===== config.mk =====
export PLATFORM = sky130hd
export DESIGN_NAME = tmds_encoder
export DESIGN_NICKNAME = d
export VERILOG_FILES = /design/src/rtl/tmds_pkg.sv /design/src/rtl/tmds_channel.sv /design/src/rtl/tmds_encoder.sv
export SDC_FILE = /design/constraint.sdc
export NUM_CORES = 1
export LEC_CHECK = 0
export CAP_MARGIN = 20
export CELL_PAD_IN_SITES_DETAIL_PLACEMENT = 0
export CELL_PAD_IN_SITES_GLOBAL_PLACEMENT = 2
export CORE_AREA = 2 2 202 125
export DETAILED_ROUTE_END_ITERATION = 12
export DIE_AREA = 0 0 204 127
export PLACE_DENSITY_LB_ADDON = 0.1
export SLEW_MARGIN = 20
export SYNTH_ARGS = -nofsm -noshare
export SYNTH_HDL_FRONTEND = slang
export SYNTH_HIERARCHICAL = 1
export SYNTH_SLANG_ARGS = --single-unit

===== constraint.sdc =====
create_clock -name clk_pix -period 9.1 [get_ports clk_pix]
set_input_delay 1.365 -clock clk_pix [delete_from_list [all_inputs] [get_ports clk_pix]]
set_output_delay 1.365 -clock clk_pix [all_outputs]
set_load 0.05 [all_outputs]

===== src/rtl/tmds_pkg.sv =====
`default_nettype none
// +----------------------------------------------------------------------+
// | tmds_pkg : shared TMDS control tokens, disparity width, helpers       |
// | Rev 1.0                                                               |
// +----------------------------------------------------------------------+
package tmds_pkg;

   localparam int CNT_W = 5;

   localparam logic [9:0] TOKEN_00    = 10'b1101010100;
   localparam logic [9:0] TOKEN_01    = 10'b0010101011;
   localparam logic [9:0] TOKEN_10    = 10'b0101010100;
   localparam logic [9:0] TOKEN_11    = 10'b1010101011;
   localparam logic [9:0] RESET_TOKEN = TOKEN_00;

   function automatic logic [9:0] ctrl_token(input logic [1:0] ctrl);
      logic [9:0] t;
      case (ctrl)
         2'b00:   t = TOKEN_00;
         2'b01:   t = TOKEN_01;
         2'b10:   t = TOKEN_10;
         default: t = TOKEN_11;
      endcase
      return t;
   endfunction

   function automatic logic [3:0] popcount8(input logic [7:0] v);
      logic [3:0] n;
      n = '0;
      for (int i = 0; i < 8; i++) begin
         n = n + {3'b000, v[i]};
      end
      return n;
   endfunction

endpackage
`default_nettype wire


===== src/rtl/tmds_channel.sv =====
`default_nettype none
// +----------------------------------------------------------------------+
// | tmds_channel : one DVI 1.0 TMDS 8b/10b encoder lane, 2-stage pipe     |
// | Rev 1.0                                                               |
// +----------------------------------------------------------------------+
module tmds_channel
   import tmds_pkg::*;
(
   input  logic       clk,
   input  logic       rst,
   input  logic       de,
   input  logic [1:0] ctrl,
   input  logic [7:0] d,
   output logic [9:0] q
);

   logic [8:0]              qm_d, qm_q;
   logic [3:0]              n1_d, n1_q;
   logic [3:0]              n0_d, n0_q;
   logic                    de_d, de_q;
   logic [1:0]              ctrl_d, ctrl_q;
   logic [9:0]              sym_d, sym_q;
   logic signed [CNT_W-1:0] cnt_d, cnt_q;
   logic signed [CNT_W-1:0] diff;
   logic [3:0]              n1_in;
   logic                    use_xnor;

   // Stage 1: transition minimisation
   always_comb begin
      n1_in    = popcount8(d);
      use_xnor = (n1_in > 4'd4) || ((n1_in == 4'd4) && !d[0]);
      qm_d     = '0;
      qm_d[0]  = d[0];
      for (int i = 1; i < 8; i++) begin
         qm_d[i] = use_xnor ? ~(qm_d[i-1] ^ d[i]) : (qm_d[i-1] ^ d[i]);
      end
      qm_d[8] = ~use_xnor;
      n1_d    = popcount8(qm_d[7:0]);
      n0_d    = 4'd8 - n1_d;
      de_d    = de;
      ctrl_d  = ctrl;
   end

   // Stage 2: DC balance against the running disparity
   always_comb begin
      diff  = $signed({1'b0, n1_q}) - $signed({1'b0, n0_q});
      sym_d = sym_q;
      cnt_d = cnt_q;
      if (!de_q) begin
         sym_d = ctrl_token(ctrl_q);
         cnt_d = '0;
      end else if ((cnt_q == 5'sd0) || (n1_q == n0_q)) begin
         sym_d = {~qm_q[8], qm_q[8], qm_q[8] ? qm_q[7:0] : ~qm_q[7:0]};
         cnt_d = qm_q[8] ? (cnt_q + diff) : (cnt_q - diff);
      end else if (((cnt_q > 5'sd0) && (n1_q > n0_q)) ||
                   ((cnt_q < 5'sd0) && (n0_q > n1_q))) begin
         sym_d = {1'b1, qm_q[8], ~qm_q[7:0]};
         cnt_d = cnt_q + (qm_q[8] ? 5'sd2 : 5'sd0) - diff;
      end else begin
         sym_d = {1'b0, qm_q[8], qm_q[7:0]};
         cnt_d = cnt_q - (qm_q[8] ? 5'sd0 : 5'sd2) + diff;
      end
   end

   always_ff @(posedge clk) begin
      if (rst) begin
         qm_q   <= '0;
         n1_q   <= '0;
         n0_q   <= '0;
         de_q   <= 1'b0;
         ctrl_q <= 2'b00;
         sym_q  <= RESET_TOKEN;
         cnt_q  <= '0;
      end else begin
         qm_q   <= qm_d;
         n1_q   <= n1_d;
         n0_q   <= n0_d;
         de_q   <= de_d;
         ctrl_q <= ctrl_d;
         sym_q  <= sym_d;
         cnt_q  <= cnt_d;
      end
   end

   assign q = sym_q;

endmodule
`default_nettype wire


===== src/rtl/tmds_encoder.sv =====
`default_nettype none
// +----------------------------------------------------------------------+
// | tmds_encoder : three-lane DVI TMDS encoder, sync carried on lane 0    |
// | Rev 1.0                                                               |
// +----------------------------------------------------------------------+
module tmds_encoder
   import tmds_pkg::*;
(
   input  logic       clk_pix,
   input  logic       rst_pix,
   input  logic       de,
   input  logic       hsync,
   input  logic       vsync,
   input  logic [7:0] r,
   input  logic [7:0] g,
   input  logic [7:0] b,
   output logic [9:0] tmds_b,
   output logic [9:0] tmds_g,
   output logic [9:0] tmds_r
);

   tmds_channel u_ch0_b (
      .clk  (clk_pix),
      .rst  (rst_pix),
      .de   (de),
      .ctrl ({vsync, hsync}),
      .d    (b),
      .q    (tmds_b)
   );

   tmds_channel u_ch1_g (
      .clk  (clk_pix),
      .rst  (rst_pix),
      .de   (de),
      .ctrl (2'b00),
      .d    (g),
      .q    (tmds_g)
   );

   tmds_channel u_ch2_r (
      .clk  (clk_pix),
      .rst  (rst_pix),
      .de   (de),
      .ctrl (2'b00),
      .d    (r),
      .q    (tmds_r)
   );

endmodule
`default_nettype wire


---- Yosys cells after proc, flatten, opt, wreduce, memory -nomap -nowiden ----
Index checks and enable logic that the tools add are counted.
cells by class
  multiplexer cells ....................... 47
  magnitude comparators ................... 15
  $add $sub $neg .......................... 66
  bitwise gates (word level) .............. 52
  equal/unequal tests ..................... 8
  reductions and logical operators ........ 26
operators by type and width
  operator               number
  $add A4 B1 Y4          36
  $mux W10               7
  $add A5 B5 Y5          9
  $mux W5                9
  $sub A5 B5 Y5          9
  $pmux W10 S3           1
  $not A1 Y1             28
  $gt A4 B4 Y1           6
  $mux W8                3
  $not A8 Y8             3
  $mux W1                21
  $xor A1 B1 Y1          21
  $gt A5 B1 Y1 const B   3
  $logic_not A5 Y1       3
  $lt A5 B1 Y1 const B   3
  $sub A4 B4 Y5          3
  $add A1 B1 Y2          6
  $eq A4 B3 Y1 const B   3
  $eq A4 B4 Y1           3
  $gt A4 B3 Y1 const B   3
  $mux W2                6
  $sub A4 B4 Y4 const A  3
  $logic_and A1 B1 Y1    9
  $logic_or A1 B1 Y1     9
  5 further kinds        7
storage, ports and cells
  logic and storage cells ................. 231
  register bits after elaboration ......... 99
  output and inout bits ................... 30
  input port bits ......................... 29

---- Depth between registers and ports, before layout ----
  word-level depth ........................ 31
  gate-level depth with buffers ........... 23
  gate-level depth less buffers ........... 23

---- By module ----
Netlist, hierarchy kept.
modules (own cells, without submodules)
  module                   cells each  area each (um^2)  sequential area each (um^2)  instances
  tmds_channel at u_ch2_r  255         2,384.8           660.6                        1
  tmds_channel at u_ch0_b  250         2,356.0           660.6                        1
  tmds_channel at u_ch1_g  249         2,356.0           660.6                        1
  tmds_encoder             1           3.8               0.0                          1

---- Worst setup path after synthesis ----
OpenSTA, ideal clock, no wires.
  path type ............................... in2reg
  start ................................... in r[0]
  end ..................................... reg u_ch2_r.n0_q[3]
  buffers on the path ..................... 0
  stages .................................. 22
  required time ........................... 8.972 ns
  library setup time ...................... 0.128 ns
  arrival time ............................ 7.143 ns
  path slack .............................. 1.829 ns
  cell sequence ........................... inv_1 -> fa_1 -> fa_1 -> fa_1 -> inv_1 -> ha_1 -> fa_1 -> nor3b_1 -> o21ai_0 -> a21oi_1 -> xor2_1 -> fa_1 -> fa_1 -> inv_1 -> fa_1 -> ha_1 -> inv_1 -> fa_1 -> nor2b_1 -> o21ai_0 -> a32oi_1 -> nor2_1
between the ends
  longest elaborated chain between the ends .. 31
  elaborated cells between the ends (all ways) .. 41
  those cells by class .................... add/sub: 15; order compare: 1; eq/ne: 1; mux: 7; bitwise: 14; reduce/logical: 3
RTL lines
  element                                                                 RTL line            text
  start, declared                                                         tmds_encoder.sv:14  input logic [7:0] r,
  parallel branches: the longest is 29 deep, another holds $add A4 B1 Y4  n/a
  $add A4 B1 Y4 *                                                         tmds_pkg.sv:31      n = n + {3'b000, v[i]};
  $sub A4 B4 Y4 *                                                         tmds_channel.sv:39  n0_d = 4'd8 - n1_d;
  end signal, assigned                                                    tmds_channel.sv:77  n0_q <= n0_d;
  end, declared                                                           tmds_channel.sv:19  logic [3:0] n0_d, n0_q;
Mark *: on every way between the ends.
A chain may end at the register's enable or synchronous reset.

---- Worst setup path after layout ----
Same ends and word-level chain as after synthesis.

==> results.txt <==
Initial Util -> 29.7%
Synthesized area per cell -> 9.40 sq um
Final instance count without filler cells -> 1139
Post-route ant nets -> 0
Crit path max fanout -> 5
Final GP Congestion -> 0.801
Hold Vio Cnt, Final -> 0
Status -> complete, no violations
Met2 usage -> 18.3%
# setup viols final -> 0
Setup Fix Bufs, Post-CTS -> 0
Tmin final -> 7.97 ns
Yosys Warn Count -> 6
Number of iterations in the first detailed-routing pass -> 6
Clock Tree Buf Depth -> 2
Setup TNS Final -> 0 ns
First-pass GRT wire length -> 25.8 mm
Post-Synthesis Cell Area -> 0.00710 sq mm
Slew @ Worst Pin -> 0.739 ns
Post-CTS Hold Buffers -> 0
Critical Path Sink Type -> flop
Post-cts resize count -> 0
Area growth syn-to-layout -> 17.0%
Most frequent CP cell -> fa_1
Req. time, crit path -> 9.33 ns
Post-synth top flop -> dfxtp_1
Max_cap viols -> 0
Worst path max stage delay -> 0.58 ns
Root buf cell -> clkbuf_16
Critical R2R Capture -> u_ch2_r/cnt_q[4]$_SDFF_PP0_
Busiest grt layer -> met1
FF-to-FF path depth -> 14
Die Span Y -> 127 um
Post-layout util -> 34.8%
Synth unique cells -> 63
Total gr overflow -> 0
CP top delay family -> adder cells
HP Class -> reg -> reg
Simple-Gate Fraction of Synth Area -> 13.0%
M3 GR Usage -> 3.29%
Rel. slew slack -> 50.8%
All-Layer GR Usage -> 12.6%
Met1 usage -> 18.3%
CTS H-tree lvls -> 3
Post-synthesis cell count -> 755
Placed Cells -> 1123
Fin crit share -> 87.6%
Row count -> 44
Final #Nets -> 970
Compound-gate portion of the synthesized area -> 9.90%
CP cell instances -> clkdlybuf4s50_1 -> inv_1 -> fa_1 -> fa_1 -> fa_1 -> inv_1 -> ha_1 -> fa_1 -> nor3b_1 -> o21ai_0 -> a21oi_1 -> xor2_1 -> fa_1 -> fa_1 -> inv_1 -> fa_1 -> ha_1 -> inv_1 -> fa_1 -> nor2b_1 -> o21ai_0 -> a32oi_1 -> nor2_1
CP Launch Type -> input pin
Die area -> 0.0259 sq mm
Routed len/inst -> 13.2 um
Vias/cell -> 4.26
Vias in the first global route -> 5121
Clock sink count -> 99
Buffers on Ports -> 58
Worst Path Arrival -> 8.20 ns
Inserted Clock Buffers -> 9
Internal reg-to-reg setup slack -> 5.51 ns
Clock Pin Slew Worst Setup and Hold Paths -> 0.07 ns
Final Skew -> 0.00697 ns
Largest net degree at the start of global routing -> 71
Worst hold path depth -> 2
Post-DP HPWL -> 12.1 mm
Adder-Cell Fraction of Synth Area -> 26.9%
Slowest CP cell -> fa_1
EDFF count, synth -> 0
#FFs+latches synth -> 99
RSZ-0062 raised after global routing -> false
Initial DRC Count -> 117
Ports -> 59
Die width -> 204 um
WP buf/inv -> 5
Largest family of logic cells by synthesized area -> adder cells
Setup CP Type -> in -> reg
Ant. Diodes -> 0
Async SR Flop Fraction -> 0%
Worst reg2reg path startpoint -> u_ch2_r/n1_q[1]$_SDFF_PP0_
Xor/xnor share of the synthesized area -> 12.5%
Initial antenna violation count -> 0
Share of layout cells above drive strength 1 -> 5.88%
Remaining routing DRC violations -> 0
Worst skew pair latency -> 0.36 ns
CTS tree -> yes
Core area -> 0.0239 sq mm
Max Slew Vio Count -> 0
Vias -> 4851
Mux cell area share after synthesis -> 2.50%
Seq/Total Area, Yosys -> 27.9%
Maximum clock frequency -> 125 MHz
WL final -> 15.0 mm
[worst reg2reg max path, stage by stage (launching register included)]
cell	delay, ns
dfxtp_1	0.34
inv_1	0.05
ha_1	0.40
o21ai_0	0.39
nand2b_1	0.12
xnor2_1	0.36
ha_1	0.32
inv_1	0.10
ha_1	0.27
and3_1	0.19
or3_1	0.37
nand4_1	0.10
nand2_1	0.08
o31ai_1	0.22
nor3b_1	0.21
[kinds of logic after synthesis]
kind of cell,Yosys count
AND/OR/NAND/NOR,175
adder cells (fa/ha/maj),129
other,1
AO/OA/AOI/OAI,109
flip-flops,99
buffers and inverters,132
multiplexers,15
XOR/XNOR,95
[Yosys cell counts, drive strengths merged (9+ instances only)]
| master | instances | share of area, % |
|---|---|---|
| inv | 115 | 6.1 |
| dfxtp | 99 | 28 |
| ha | 90 | 16 |
| nor2 | 56 | 3.0 |
| xnor2 | 55 | 7.4 |
| a21oi | 43 | 3.1 |
| fa | 39 | 11 |
| xor2 | 39 | 4.8 |
| nor2b | 27 | 2.4 |
| nand2 | 24 | 1.3 |
| a21o | 16 | 1.7 |
| o21ai | 14 | 0.99 |
| clkbuf | 13 | 0.70 |
| mux2i | 13 | 2.2 |
| or2 | 13 | 1.1 |
| nor3 | 9 | 0.63 |
[sequential cells by signal, summed over array words and instances, names as in the netlist, 3 cells and up, named ones only]
| signal | flops |
|---|---|
| u_ch0_b/q | 10 |
| u_ch1_g/q | 10 |
| u_ch2_r/q | 10 |
| u_ch0_b/qm_q | 9 |
| u_ch1_g/qm_q | 9 |
| u_ch2_r/qm_q | 9 |
| u_ch0_b/cnt_q | 4 |
| u_ch1_g/cnt_q | 4 |
| u_ch2_r/cnt_q | 4 |
| u_ch0_b/n0_q | 3 |
| u_ch0_b/n1_q | 3 |
| u_ch1_g/n0_q | 3 |
| u_ch1_g/n1_q | 3 |
| u_ch2_r/n0_q | 3 |
| u_ch2_r/n1_q | 3 |
[worst max path at each step]
| stage | start | end | depth (start not counted) |
|---|---|---|---|
| after floorplan | r[0] | u_ch2_r/n0_q[3]$_SDFF_PP0_ | 22 |
| after global placement | r[0] | u_ch2_r/n0_q[3]$_SDFF_PP0_ | 23 |
| after detailed placement | r[0] | u_ch2_r/n0_q[3]$_SDFF_PP0_ | 23 |
| after CTS | r[0] | u_ch2_r/n0_q[3]$_SDFF_PP0_ | 23 |
| after global routing | r[0] | u_ch2_r/n0_q[3]$_SDFF_PP0_ | 23 |
| final | r[0] | u_ch2_r/n0_q[3]$_SDFF_PP0_ | 23 |
[layout make-up]
class                      count  area, sq um
fill                        2501        15600
multi-input combinational    527         4610
sequential                    99         1980
timing repair buffer          60          591
inverter                     115          432
tap                          322          403
clock buffer                   9          225
clock inverter                 7         62.6
[cells in the final DEF, fill, tap and decap left out, types with 7 or more instances in the layout]
cell type | Yosys | final
clkbuf_16 | 0 | 9
xnor2_1 | 51 | 51
a21o_1 | 16 | 16
a21oi_1 | 41 | 41
inv_1 | 115 | 115
o21ai_0 | 13 | 13
nor2_1 | 56 | 56
nand2b_1 | 7 | 7
nor3b_1 | 8 | 8
nand2_1 | 24 | 24
nor3_1 | 9 | 9
ha_1 | 90 | 90
clkdlybuf4s50_1 | 0 | 57
dfxtp_1 | 99 | 99
or2_2 | 11 | 11
nor2b_1 | 27 | 27
mux2i_1 | 11 | 11
xor2_1 | 39 | 39
fa_1 | 39 | 39
[routing by layer]
layer / up-vias / part of all wire, %
li1: 2547 / -
met1: 2244 / 56
met2: 48 / 40
met3: 12 / 3.4
met4: 0 / 1.1
met5: - / 0
[through the flow]
stage	setup slack [ns]	instance area [sq um]	hold WS, ns
detailed placement	0.759	8020	0.426
CTS	1.11	8310	0.440
global route	0.609	8310	0.459
global placement	0.904	8020	0.420
floorplan	1.83	7110	0.408
finish	1.13	8310	0.437
Power is not shown: default switching activity piles up to over one toggle a cycle in this logic, so the estimate is an artifact.
